**config.mk**
```make
export PLATFORM = sky130hd
export DESIGN_NAME = register_file_np
export DESIGN_NICKNAME = d
export VERILOG_FILES = /design/src/rtl/register_file_pkg.sv /design/src/rtl/register_file_rdport.sv /design/src/rtl/register_file_np.sv
export SDC_FILE = /design/constraint.sdc
export NUM_CORES = 1
export LEC_CHECK = 0
export BUFFER_PORTS_ARGS = -buffer_cell sky130_fd_sc_hd__clkbuf_2
export CORE_MARGIN = 1.5
export CORE_UTILIZATION = 55
export DETAILED_ROUTE_END_ITERATION = 12
export PLACE_DENSITY_LB_ADDON = 0.25
export SLEW_MARGIN = 30
export SYNTH_ARGS = -nofsm -noshare
export SYNTH_HDL_FRONTEND = slang
export SYNTH_HIERARCHICAL = 1
export SYNTH_SLANG_ARGS = --single-unit
```
**constraint.sdc**
```tcl
create_clock -name clk -period 3 [get_ports clk]
set_input_delay 0.45 -clock clk [delete_from_list [all_inputs] [get_ports clk]]
set_output_delay 0.45 -clock clk [all_outputs]
set_load 0.02 [all_outputs]
```
**src/rtl/register_file_pkg.sv**
```systemverilog
// Shared constants for the parametrised MIPS register file: FSM state
// encodings and default parameter values.
package register_file_pkg;

    localparam int WIDTH_DEF  = 8;
    localparam int ADDR_W_DEF = 5;
    localparam int NREAD_DEF  = 2;

    typedef logic [0:0] state_t;

    localparam state_t ST_CLEAR = 1'b0;
    localparam state_t ST_RUN   = 1'b1;

endpackage

```
**src/rtl/register_file_rdport.sv**
```systemverilog
// One combinational read path: array select, zero forcing and, when
// REGFILE_BYPASS_EN is defined, same-cycle write-through.
module register_file_rdport
    import register_file_pkg::*;
#(
    parameter int WIDTH  = WIDTH_DEF,
    parameter int ADDR_W = ADDR_W_DEF
) (
    input  logic [(2**ADDR_W)*WIDTH-1:0] mem,
    input  logic [ADDR_W-1:0]            ra,
    input  logic                         rd_en,
    input  logic                         regwrite,
    input  logic [ADDR_W-1:0]            wa,
    input  logic [WIDTH-1:0]             wd,
    output logic [WIDTH-1:0]             rd
);

`ifndef REGFILE_BYPASS_EN
    logic unused_s;
    assign unused_s = ^{regwrite, wa, wd};
`endif

    // Read mux; zero forcing outranks bypass so r0 and the clear sweep always read 0
    always_comb begin
        rd = '0;
        if (!rd_en) begin
            rd = '0;
        end else if (ra == '0) begin
            rd = '0;
        end else begin
`ifdef REGFILE_BYPASS_EN
            if (regwrite && (wa == ra)) begin
                rd = wd;
            end else begin
                rd = mem[ra*WIDTH +: WIDTH];
            end
`else
            rd = mem[ra*WIDTH +: WIDTH];
`endif
        end
    end

endmodule

```
**src/rtl/register_file_np.sv**
```systemverilog
// Multi-read-port register file with post-reset clear sweep.
// Optional same-cycle write-to-read bypass under REGFILE_BYPASS_EN.
module register_file_np
    import register_file_pkg::*;
#(
    parameter int WIDTH  = WIDTH_DEF,
    parameter int ADDR_W = ADDR_W_DEF,
    parameter int NREAD  = NREAD_DEF
) (
    input  logic                    clk,
    input  logic                    reset,
    input  logic                    regwrite,
    input  logic [ADDR_W-1:0]       wa,
    input  logic [WIDTH-1:0]        wd,
    input  logic [NREAD*ADDR_W-1:0] ra,
    output logic [NREAD*WIDTH-1:0]  rd,
    output logic                    ready
);

    localparam int DEPTH = 2 ** ADDR_W;
    localparam logic [ADDR_W-1:0] PTR_START = ADDR_W'(1);
    localparam logic [ADDR_W-1:0] PTR_LAST  = ADDR_W'(DEPTH - 1);

    state_t                 state_r;
    logic [ADDR_W-1:0]      ptr_r;
    logic [WIDTH-1:0]       mem_r [DEPTH];
    logic [DEPTH*WIDTH-1:0] mem_flat_s;
    logic                   clearing_s;
    logic                   wr_en_s;
    logic                   rd_en_s;

    assign clearing_s = (state_r == ST_CLEAR);
    assign wr_en_s    = (state_r == ST_RUN) && regwrite && (wa != '0);
    // Reads are also blanked while reset is asserted, before the FSM has left RUN
    assign rd_en_s    = (state_r == ST_RUN) && !reset;
    assign ready      = (state_r == ST_RUN);

    // Clear/run FSM and sweep pointer; pointer parks on the last entry instead of wrapping
    always_ff @(posedge clk) begin
        if (reset) begin
            state_r <= ST_CLEAR;
            ptr_r   <= PTR_START;
        end else begin
            case (state_r)
                ST_CLEAR: begin
                    if (ptr_r == PTR_LAST) begin
                        state_r <= ST_RUN;
                    end else begin
                        ptr_r <= ptr_r + ADDR_W'(1);
                    end
                end
                ST_RUN: begin
                    state_r <= ST_RUN;
                end
                default: begin
                    state_r <= ST_CLEAR;
                    ptr_r   <= PTR_START;
                end
            endcase
        end
    end

    // Storage write port: sweep zeroes during CLEAR, normal writes only in RUN
    always_ff @(posedge clk) begin
        if (!reset && clearing_s) begin
            mem_r[ptr_r] <= '0;
        end else if (!reset && wr_en_s) begin
            mem_r[wa] <= wd;
        end
    end

    genvar g;
    generate
        for (g = 0; g < DEPTH; g++) begin : g_flat
            if (g == 0) begin : g_zero
                assign mem_flat_s[g*WIDTH +: WIDTH] = '0;
            end else begin : g_entry
                assign mem_flat_s[g*WIDTH +: WIDTH] = mem_r[g];
            end
        end

        for (g = 0; g < NREAD; g++) begin : g_rd
            register_file_rdport #(
                .WIDTH  (WIDTH),
                .ADDR_W (ADDR_W)
            ) u_rdport (
                .mem      (mem_flat_s),
                .ra       (ra[g*ADDR_W +: ADDR_W]),
                .rd_en    (rd_en_s),
                .regwrite (regwrite),
                .wa       (wa),
                .wd       (wd),
                .rd       (rd[g*WIDTH +: WIDTH])
            );
        end
    endgenerate

endmodule
```
**After elaboration in Yosys (flattened, before gate mapping)**

Memories as Yosys holds them, arrays and structs flattened.
Index checks and enable logic that the tools add are counted.

- Bits in registers: 6
- Bits of input ports: 26
- Bits in writable memories: 256
- Memories: 1
- Output and inout port bits: 17
- Logic and storage cells: 34

- $add $sub $neg: 1
- Reductions and logical operators: 11
- Muxes and demuxes: 14
- Bitwise logic cells: 2
- Equality and inequality tests: 1
- Shifts and indexed selects: 2

Memories:

| memory | depth | width | rd ports | clocked after Yosys merged registers in | write ports | line | text |
|---|---|---|---|---|---|---|---|
| mem_r | 32 | 8 | 31 | 0 | 1 | register_file_np.sv:26 | `logic [WIDTH-1:0] mem_r [DEPTH];` |

Operator list:

| operator | count |
|---|---|
| 256-bit by 9-bit indexed part select with 8-bit output | 2 |
| 8-bit 2-to-1 mux | 5 |
| 5-bit zero test | 2 |
| 8-bit OR reduction | 1 |
| 1-bit 2-to-1 mux | 7 |
| 5-bit by 1-bit adder with 5-bit output, second input constant | 1 |
| 5-bit == test, second input constant | 1 |
| 1-bit logical AND | 5 |
| 5-bit 2-to-1 mux | 1 |
| 5-bit nonzero test | 1 |
| 1-bit NOT | 2 |
| 1-bit one-hot mux with 2 select lines | 1 |
| 2-bit AND reduction | 1 |
| 1-bit zero test | 1 |

**Depth between registers and ports, before layout**

- Word-level depth: 8
- Depth in mapped cells: 8
- Gate-level depth less buffers: 7

**By module**

Netlist, hierarchy kept.

By module, submodules not included:

| module | area each (µm²) | sequential area each (µm²) | cells an instance | times used |
|---|---|---|---|---|
| register_file_np | 8,211.6 | 7,567.3 | 367 | 1 |
| register_file_rdport | 2,182.1 | 0.0 | 206 | 2 |

**Worst setup path after synthesis**

No wires, ideal clock.

- Path type: register to output
- From: register state_r, in the netlist ready
- To: output rd[14]
- Stages on the path, launching flop included: 9
- Slack: 427 ps
- Required time: 2,550 ps
- Data arrival time: 2,123 ps
- Path buffers: 3
- Cells stage by stage: dfxtp_1 > clkbuf_1 > nor2b_1 > and2_1 > clkbuf_1 > and2_1 > clkbuf_1 > a22oi_1 > nand4_1

- Longest elaborated chain between the ends: 2

Ends and longest elaborated chain:

| element | line | text |
|---|---|---|
| start: declaration | register_file_np.sv:24 | `state_t state_r;` |
| start signal: assignment | register_file_np.sv:41 | `state_r <= ST_CLEAR;` |
| start signal: assignment | register_file_np.sv:47 | `state_r <= ST_RUN;` |
| start signal: assignment | register_file_np.sv:53 | `state_r <= ST_RUN;` |
| 1-bit logical AND | register_file_np.sv:35 | `assign rd_en_s = (state_r == ST_RUN) && !reset;` |
| named net rd_en_s | register_file_np.sv:30 | `logic rd_en_s;` |
| 8-bit 2-to-1 mux | register_file_rdport.sv:26 | `if (!rd_en) begin` |
| end: declaration | register_file_np.sv:16 | `output logic [NREAD*WIDTH-1:0] rd,` |

The timed path passes the listed nets, and every way through them passes these cells.

**Worst setup path after layout**

- From: register state_r, in the netlist ready
- To: output rd[0]

The elaborated chain is that of the path after synthesis.

==> flow_summary.toml <==
[status]
status = "finished clean"

[worst_setup_path]
crit_required_ns = 2.55
timing.rr.start = "ready"
critPathCaptureType = "primary output"
max_stage_delay_ns = 0.42
crit_start = "ready"
path_cells = "nor2b_1 > buf_4 > and2_1 > and3_1 > a22oi_1 > nand4_1 > clkbuf_2"
r2r_setup_slack_ns = 0.66
crit_buf_inv = 2
worst_setup_path_start_kind = "flip-flop"
arrival_ns = 2.47
path_class = "flip-flop to primary output"
path_delay_family = "simple AND/OR/NAND/NOR gates"
crit_path_top_delay_cell = "and3_1"
path_max_fanout = 8

[die]
core-area_sq_mm = 0.0225
fp-row-count = 55
dieHeight_um = 154
ios = 43
initial_core_util = 0.559
die_x_um = 154
die_area_sq_mm = 0.0238

[timing]
maxSlewHeadroom = 0.418
rsz0062_at_grt = "false"
slew_violations = 0
worst_slew_pin_slew_ns = 0.870
finalCriticalPeriod_ns = 2.92
setup_viol_count_final = 0
finalSetupTns_ns = 0
post-route-period-util = 0.973
fmax_ghz = 0.342
hold_viol = 0
fin_worst_skew_ns = 0.0164

[final_layout]
fillers = 1596
layout.cells.non_filler = 1195
final_nets = 918
layout_common_cells = "edfxtp_1, mux2i_1, buf_4"
final_common_cell = "edfxtp_1"
syn2layout_area_growth_pct = 15.6
layout-drive-gt1-share = 0.275
diodes = 0

[drt]
vias = 8102
drt_iter0_markers = 890
drt-pass1-iter-count = 5
post_drt_via_cell_ratio = 6.78
wl_per_cell_um = 28.8
wirelength_mm = 34.4
ant_nets = 0
drc = 0

[cts]
clock_path_buffers = 3
cts_root_buf = "clkbuf_16"
cts_tree = "done"
clk_pin_slew_ns = 0.06
clk_latency_ns = 0.55
clock_sinks = 254
postCtsSetupRepairBufs = 0
htree_levels = 1
cts_made_buffers = 28

[global_routing]
grt_max_degree = 32
grt-ovfl-total = 0
grt_pass1_vias = 8118
grt_util_all_layers = 0.296
antenna_found_initial = 0
grt_first_pass_wirelength_mm = 51.6

[synthesis]
synthCells = 779
syn_area_sq_mm = 0.0126
syn_area_per_cell_sq_um = 16.1
ys_ff_latch = 254
synth_seq_area_share = 0.602
synthArstFlopShare = 0
synth-edff-count = 248
synth_flop_cell = "edfxtp_1"
yosysUniqueCellTypes = 59
synth_warnings = 6

[hold_path]
hp-class = "input pin to flip-flop"
min_from = "reset"

[run]
cap_violations = 0

[power_and_ir_drop]
leakagePower_uw = 0.00494
vdd_drop_max_mv = 0.495
p_per_area_mw_per_mm2 = 563

[place]
place_inst = 1145
dp_hpwl_mm = 24.0
place_congestion = 0.964
io_buffers = 42
## final timing paths
path,end,cells after the start
max reg2reg,mem_r[22][2],7
max,rd[0],7
min reg2reg,ptr_r[1],2
min,ptr_r[3],3
## worst reg2reg max path, stage by stage (launching register included)
cell and delay (ns):
dfxtp_1 0.33, buf_4 0.18, nand3b_2 0.21, a21oi_1 0.41, o211ai_1 0.24, buf_4 0.26, nor3_1 0.21, buf_4 0.22
## synth_stat cells (3+ instances only)
cell      instances  area, sq um
o21ai_1           7         35.0
a211oi_1          4         30.0
nand2b_1          6         37.5
nand3b_2          3         33.8
buf_6             7         78.8
buf_4             3         22.5
edfxtp_1        248         7450
a22oi_1          28          210
nand4_1          17          106
o22ai_1          44          275
a32oi_1           3         26.3
nor3_1           11         55.1
mux4_2           58         1310
buf_2            20          100
nand3_1           3         15.0
and2_1           14         87.6
mux4_1           20          526
o211ai_1          3         22.5
o32ai_1           3         26.3
nand2_1           8         30.0
nand3b_1          6         45.0
buf_12            4         80.1
inv_1             3         11.3
buf_1             4         15.0
o21ai_0          17         85.1
nor2_1           41          154
nor3b_1           3         22.5
and3_1           15         93.8
mux2i_1          98          981
a21oi_1          19         95.1
dfxtp_1           6          120
clkbuf_1         13         48.8
## per-stage QoR
stage	hold WS (ns)	total power (uW)	setup WS, ns	util	instance area, sq um
final	0.293	8190	0.0795	0.646	14500
after global routing	0.304	8390	0.0168	0.646	14500
after CTS	0.285	8200	0.0428	0.645	14500
after detailed placement	0.573	4480	0.0615	0.599	13500
after global placement	0.536	4470	0.0530	0.599	13500
after floorplan	0.509	4320	0.427	-	12600
## what timing repair did
item	4_1_cts	5_1_grt
hold buffers	0	0
resized for setup	1	5
endpoints found under the setup margin	1	11
gates cloned	0	0
## per-layer routing
layer | part of all wire | track usage
met5 | 0 | 0
met4 | 0.023 | 0.0712
met3 | 0.10 | 0.0616
met2 | 0.48 | 0.483
met1 | 0.40 | 0.414
## final cells by class
class,count,area (sq um),area share
clock buffer,29,726,0.0499
tap,285,357,0.0245
clock inverter,21,307,0.0211
multi-input combinational,478,4690,0.322
sequential,254,7570,0.520
inverter,5,18.8,0.00129
timing repair buffer,123,878,0.0604
## sequential cells by signal, summed over array words and instances (netlist names)
register and cells:
ready 1, ptr_r 5, mem_r 248
## power breakdown
| part | total [uW] | switching [uW] | leakage [uW] | internal (uW) |
|---|---|---|---|---|
| clock | 3770 | 1400 | 0.000504 | 2370 |
| sequential | 3900 | 26.6 | 0.00205 | 3880 |
| combinational | 517 | 286 | 0.00239 | 231 |
| total | 8190 | 1720 | 0.00494 | 6470 |
## cell families after synthesis
family | count (synthesis) | synth area share
flops | 254 | 0.602
mux | 176 | 0.224
simple gates | 146 | 0.0672
compound gates | 139 | 0.0717
buf+inv | 58 | 0.0313
xor+xnor | 3 | 0.00209
fa+ha+maj | 2 | 0.00199
other cells | 1 | 0.000298
No activity file was read; power rests on OpenSTA's default activity.
